==> src/rtl/seg_scan_decoder.sv <==
// Recovers the six BCD digits and dot mask shown on a multiplexed, active-low
// 7-segment display by watching its segment and digit-select buses.
module seg_scan_decoder #(
    parameter logic [15:0] STABLE_CYC = 16'd100,
    parameter logic [19:0] TIMEOUT    = 20'd600_000
) (
    input  logic       sys_clk,
    input  logic       sys_rst_n,
    input  logic [7:0] seg,
    input  logic [5:0] sel,
    output logic [3:0] unit,
    output logic [3:0] ten,
    output logic [3:0] hun,
    output logic [3:0] tho,
    output logic [3:0] t_tho,
    output logic [3:0] h_tho,
    output logic [5:0] point,
    output logic       frame_valid,
    output logic       code_err,
    output logic       scan_lost
);

    typedef enum logic [1:0] {WAIT, SETTLE, HOLD} state_t;

    state_t      r_state;
    state_t      w_state_next;
    logic [15:0] r_stb_cnt;
    logic [15:0] w_stb_next;
    logic [19:0] r_to_cnt;
    logic [7:0]  r_seg;
    logic [7:0]  r_seg_d;
    logic [5:0]  r_sel;
    logic [5:0]  r_sel_d;
    logic [5:0]  r_mask;
    logic        r_frame_err;
    logic        r_commit;
    logic        r_commit_err;
    logic        r_frame_valid;
    logic        r_code_err;
    logic        r_scan_lost;

    logic [5:0][3:0] r_shadow;
    logic [5:0]      r_shadow_dp;
    logic [5:0][3:0] r_out_digit;
    logic [5:0]      r_point;

    logic       w_onehot;
    logic       w_sel_chg;
    logic       w_seg_chg;
    logic       w_capture;
    logic [3:0] w_dec;
    logic       w_bad;
    logic       w_mask_full;

    // Two sample stages: the first isolates the pins, the second is the
    // "previous sample" that stability is judged against.
    always_ff @(posedge sys_clk or negedge sys_rst_n) begin
        if (!sys_rst_n) begin
            r_seg   <= 8'd0;
            r_seg_d <= 8'd0;
            r_sel   <= 6'd0;
            r_sel_d <= 6'd0;
        end else begin
            r_seg   <= seg;
            r_seg_d <= r_seg;
            r_sel   <= sel;
            r_sel_d <= r_sel;
        end
    end

    assign w_onehot    = (r_sel != 6'd0) && ((r_sel & (r_sel - 6'd1)) == 6'd0);
    assign w_sel_chg   = (r_sel != r_sel_d);
    assign w_seg_chg   = (r_seg != r_seg_d);
    assign w_mask_full = ((r_mask | r_sel) == 6'h3F);

    always_comb begin
        w_state_next = r_state;
        w_stb_next   = r_stb_cnt;
        w_capture    = 1'b0;
        case (r_state)
            WAIT: begin
                if (w_onehot) begin
                    w_state_next = SETTLE;
                    w_stb_next   = 16'd0;
                end
            end
            SETTLE: begin
                if (w_sel_chg || w_seg_chg) begin
                    w_stb_next   = 16'd0;
                    w_state_next = w_onehot ? SETTLE : WAIT;
                end else if (r_stb_cnt == STABLE_CYC - 16'd1) begin
                    w_capture    = 1'b1;
                    w_stb_next   = 16'd0;
                    w_state_next = HOLD;
                end else begin
                    w_stb_next = r_stb_cnt + 16'd1;
                end
            end
            HOLD: begin
                // Segment flicker on an already captured digit is ignored.
                if (w_sel_chg) begin
                    w_stb_next   = 16'd0;
                    w_state_next = w_onehot ? SETTLE : WAIT;
                end
            end
            default: w_state_next = WAIT;
        endcase
    end

    always_comb begin
        w_bad = 1'b0;
        case (r_seg[6:0])
            7'b1000000: w_dec = 4'd0;
            7'b1111001: w_dec = 4'd1;
            7'b0100100: w_dec = 4'd2;
            7'b0110000: w_dec = 4'd3;
            7'b0011001: w_dec = 4'd4;
            7'b0010010: w_dec = 4'd5;
            7'b0000010: w_dec = 4'd6;
            7'b1111000: w_dec = 4'd7;
            7'b0000000: w_dec = 4'd8;
            7'b0010000: w_dec = 4'd9;
            default: begin
                w_dec = 4'hF;
                w_bad = 1'b1;
            end
        endcase
    end

    always_ff @(posedge sys_clk or negedge sys_rst_n) begin
        if (!sys_rst_n) begin
            r_state       <= WAIT;
            r_stb_cnt     <= 16'd0;
            r_to_cnt      <= 20'd0;
            r_mask        <= 6'd0;
            r_frame_err   <= 1'b0;
            r_commit      <= 1'b0;
            r_commit_err  <= 1'b0;
            r_frame_valid <= 1'b0;
            r_code_err    <= 1'b0;
            r_scan_lost   <= 1'b0;
        end else begin
            r_state       <= w_state_next;
            r_stb_cnt     <= w_stb_next;
            r_commit      <= 1'b0;
            r_frame_valid <= r_commit;
            r_code_err    <= r_commit & r_commit_err;
            r_scan_lost   <= 1'b0;
            // A capture always beats a simultaneous timeout.
            if (w_capture) begin
                r_to_cnt <= 20'd0;
                if (w_mask_full) begin
                    r_mask       <= 6'd0;
                    r_frame_err  <= 1'b0;
                    r_commit     <= 1'b1;
                    r_commit_err <= r_frame_err | w_bad;
                end else begin
                    r_mask      <= r_mask | r_sel;
                    r_frame_err <= r_frame_err | w_bad;
                end
            end else if (r_to_cnt == TIMEOUT - 20'd1) begin
                r_to_cnt    <= 20'd0;
                r_scan_lost <= 1'b1;
                r_mask      <= 6'd0;
                r_frame_err <= 1'b0;
            end else begin
                r_to_cnt <= r_to_cnt + 20'd1;
            end
        end
    end

    // Per-digit shadow and output registers; outputs only move on commit so a
    // partial frame is never visible.
    genvar gi;
    generate
        for (gi = 0; gi < 6; gi++) begin : g_digit
            always_ff @(posedge sys_clk or negedge sys_rst_n) begin
                if (!sys_rst_n) begin
                    r_shadow[gi]    <= 4'd0;
                    r_shadow_dp[gi] <= 1'b0;
                    r_out_digit[gi] <= 4'd0;
                    r_point[gi]     <= 1'b0;
                end else begin
                    if (w_capture && r_sel[gi]) begin
                        r_shadow[gi]    <= w_dec;
                        r_shadow_dp[gi] <= ~r_seg[7];
                    end
                    if (r_commit) begin
                        r_out_digit[gi] <= r_shadow[gi];
                        r_point[gi]     <= r_shadow_dp[gi];
                    end
                end
            end
        end
    endgenerate

    assign unit        = r_out_digit[0];
    assign ten         = r_out_digit[1];
    assign hun         = r_out_digit[2];
    assign tho         = r_out_digit[3];
    assign t_tho       = r_out_digit[4];
    assign h_tho       = r_out_digit[5];
    assign point       = r_point;
    assign frame_valid = r_frame_valid;
    assign code_err    = r_code_err;
    assign scan_lost   = r_scan_lost;

endmodule

==> config.mk <==
export PLATFORM = sky130hd
export DESIGN_NAME = seg_scan_decoder
export DESIGN_NICKNAME = d
export VERILOG_FILES = /design/src/rtl/seg_scan_decoder.sv
export SDC_FILE = /design/constraint.sdc
export NUM_CORES = 1
export LEC_CHECK = 0
export CAP_MARGIN = 20
export CORE_UTILIZATION = 35
export CTS_BUF_LIST = sky130_fd_sc_hd__clkbuf_8
export CTS_CLUSTER_DIAMETER = 50
export DETAILED_ROUTE_END_ITERATION = 10
export PLACE_DENSITY_LB_ADDON = 0.2
export SLEW_MARGIN = 20
export SYNTH_ARGS = -nofsm -noshare
export SYNTH_HDL_FRONTEND = slang
export SYNTH_SLANG_ARGS = --single-unit
export TNS_END_PERCENT = 5
==> constraint.sdc <==
create_clock -name sys_clk -period 1.9 [get_ports sys_clk]
set_input_delay 0.38 -clock sys_clk [delete_from_list [all_inputs] [get_ports sys_clk]]
set_output_delay 0.38 -clock sys_clk [all_outputs]
set_load 0.01 [all_outputs]
==> qor.txt <==
Status: complete, but fails checks
Failing checks: setup timing
Post-DP HPWL: 8560 µm
Initial core utilization: 36.3%
Instance area after placement: 7060 µm²
Die W: 131 µm
HP Start: seg[1]
Largest net degree at the start of global routing: 46
Reg2reg start: r_stb_cnt[3]
Area growth syn-to-layout: 30.8%
Post-synth EDFFs: 0
1st-iter DRT viols: 212
Slew @ Worst Pin: 569 ps
Final min period: 2180 ps
Final WS setup: -278 ps
RSZ-0062 raised after global routing: true
Yosys top cell area share: 59.0%
Skew final: 11.4 ps
Finished Cell Area: 7650 µm²
Die height: 131 µm
Initial antenna violation count: 0
Max-slew violations: 0
Tcrit/Tclk final: 115%
CTS Root Cell: clkbuf_8
Synth cell count leaders: dfrtp_1 (138), mux2_2 (51), nor2_1 (45)
Via density: 4.76
Register area share after synthesis: 59.0%
Distinct cells, synth: 52
Final setup vio count: 65
Max-cap check violation count: 0
Max Freq: 459 MHz
Clock Latency Late Sink: 430 ps
FP Rows: 46
Power Dens Cells: 726 nW/µm²
IO Pins: 49
Synth Area in Compound Gates: 5.09%
Critical path required time: 2220 ps
Worst Setup End Kind: register
Remaining antenna violation count after routing: 0
Top post-synthesis cells by area: dfrtp_1 (59%), mux2_2 (9.8%), xor2_1 (5.4%)
Grt total ovfl: 0
CTS Sinks: 138
DRT Pass-1 Iters: 4
Avg Inst Size Synth: 12.5 µm²
Vias in the first global route: 4085
Core Area: 16100 µm²
Peak fanout along the critical path: 7
Diodes inserted: 0
YS warnings: 0
Non-Filler Instances: 827
CTS max path bufs: 2
Post-synth ARST share: 100%
Placed Cells: 787
IO Port Bufs: 48
Multiplexer share of the synthesized area: 11.4%
Vias: 3935
Tot GR Track Use: 15.2%
VDD IR max: 0.000692 V
Routed len/inst: 14.5 µm
Max_slew headroom: 61.8%
Min-Delay Path Class: input port to register
Largest area contributor in the netlist: dfrtp_1
CP startpoint: r_stb_cnt[3]
Largest family of logic cells by synthesized area: simple AND/OR/NAND/NOR gates
CP Data Arrival Time: 2500 ps
TritonCTS clock tree: done
Share of cells above drive strength 1: 33.1%
Simple-gate share of the synthesized area: 14.1%
Final nets: 616
Top FF cell, synth: dfrtp_1
CTS Buf Count: 17
Worst setup SP type: register
CP Class: register to register
Synth Area in XOR/XNOR: 6.73%
Cell count after synthesis: 468
WL final: 12000 µm
Post-Synth Adder-Cell Area: 0.428%
Gp weighted congestion: 0.813
Leak: 3.57 nW
Net Count, Synth: 486
Drc violations: 0
Mapped Area: 5850 µm²
Final Hold Viols: 0
Worst-path clk slew: 80 ps
First-pass GRT wire length: 20600 µm
Die ar.: 17200 µm²
H-Tree Depth: 4
#FFs+latches synth: 138
Top-count cell post-synth: dfrtp_1
## report_power, final
| part | internal [mW] | leakage, nW | switching [mW] |
|---|---|---|---|
| logic | 0.125 | 1.54 | 0.165 |
| registers | 2.97 | 1.85 | 0.0267 |
| clock network | 1.18 | 0.187 | 1.09 |
## placed cells by master, fill, tap and decap left out, types with 4 or more instances in the layout
cell type | synthesis | routed
a21oi_1 | 9 | 9
a22o_1 | 6 | 6
and2_1 | 4 | 4
and3_1 | 5 | 5
buf_4 | 2 | 73
buf_6 | 6 | 4
clkbuf_8 | 0 | 18
clkdlybuf4s50_1 | 0 | 47
clkinv_2 | 0 | 6
clkinvlp_4 | 0 | 5
dfrtp_1 | 138 | 135
inv_1 | 17 | 18
mux2_2 | 51 | 51
mux2i_1 | 6 | 6
nand2_1 | 15 | 15
nand2_2 | 7 | 5
nand3_1 | 19 | 18
nand4_1 | 12 | 12
nor2_1 | 45 | 43
nor3_1 | 6 | 5
nor4_1 | 5 | 4
o21ai_0 | 7 | 4
or3_4 | 3 | 4
or4_1 | 5 | 4
xnor2_1 | 9 | 9
xor2_1 | 36 | 35
## registers in the layout (all words and copies together) (netlist names), 2 cells and up
register and count:
h_tho 4, hun 4, point 6, r_mask 6, r_seg 8, r_seg_d 8
r_sel 6, r_sel_d 6, r_shadow 24, r_shadow_dp 6, r_state 2, r_stb_cnt 16
r_to_cnt 20, t_tho 4, ten 4, tho 4, unit 4
## critical path, stage by stage, from the launching register on
cell	delay, ps
dfrtp_1	420
nor4bb_4	320
nand4_1	200
or3_4	470
nor2_8	190
nand2_2	140
mux2_1	330
## metrics by stage
stage	power, mW	util (%)	hold slack (ps)	TNS (ps)	setup slack, ps
after global placement	3.32	43.8	350	-20500	-355
final	5.56	47.5	384	-13550	-278
after floorplan	3.16	-	84.4	-6170	-244
after global routing	5.81	47.5	347	-21790	-415
after detailed placement	3.33	43.8	348	-19360	-361
after CTS	5.64	46.8	345	-12410	-288
## metal layers
metal	part of all wire (%)	track usage, %
met1	47	19.9
met2	49	24.5
met3	3.1	4.28
met4	0.87	4.46
met5	0	0
## final cells by class
cell class / instances / area, µm²
fill: 1468 / 8460
sequential: 138 / 3460
multi-input combinational: 296 / 2350
timing repair buffer: 128 / 1130
tap: 216 / 270
clock buffer: 18 / 248
clock inverter: 14 / 131
inverter: 17 / 63.8
## timing repair
action / 4_1_cts / 5_1_grt
resized for setup: 15 / 20
hold buffers: 1 / 0
setup endpoints to repair: 74 / 78
gates cloned: 0 / 0
buffers inserted: 3 / 4
pin swaps: 6 / 15
endpoints found under the hold margin: 41 / 0
## kinds of logic (layout without fill, tap and decap cells)
family / after synthesis / after routing
AOI/OAI and AO/OA: 43 / 43
xor gates and xnor gates: 45 / 45
adders and majority gates: 2 / 2
buffers and inverters: 34 / 177
DFF: 138 / 138
muxes: 60 / 60
and+or+nand+nor: 146 / 146
## worst paths after layout
path	endpoint	slack, ps	cells past startpoint
min in group asynchronous	r_stb_cnt[9]	450	2
setup / recovery	r_shadow[3]	-280	6
hold reg to reg	r_seg_d[2]	440	0
hold / removal	r_seg[1]	380	1
setup reg to reg	r_shadow[3]	-280	6
max in group asynchronous	r_seg_d[4]	910	3
Note: power is estimated with default switching activity, not from simulation.
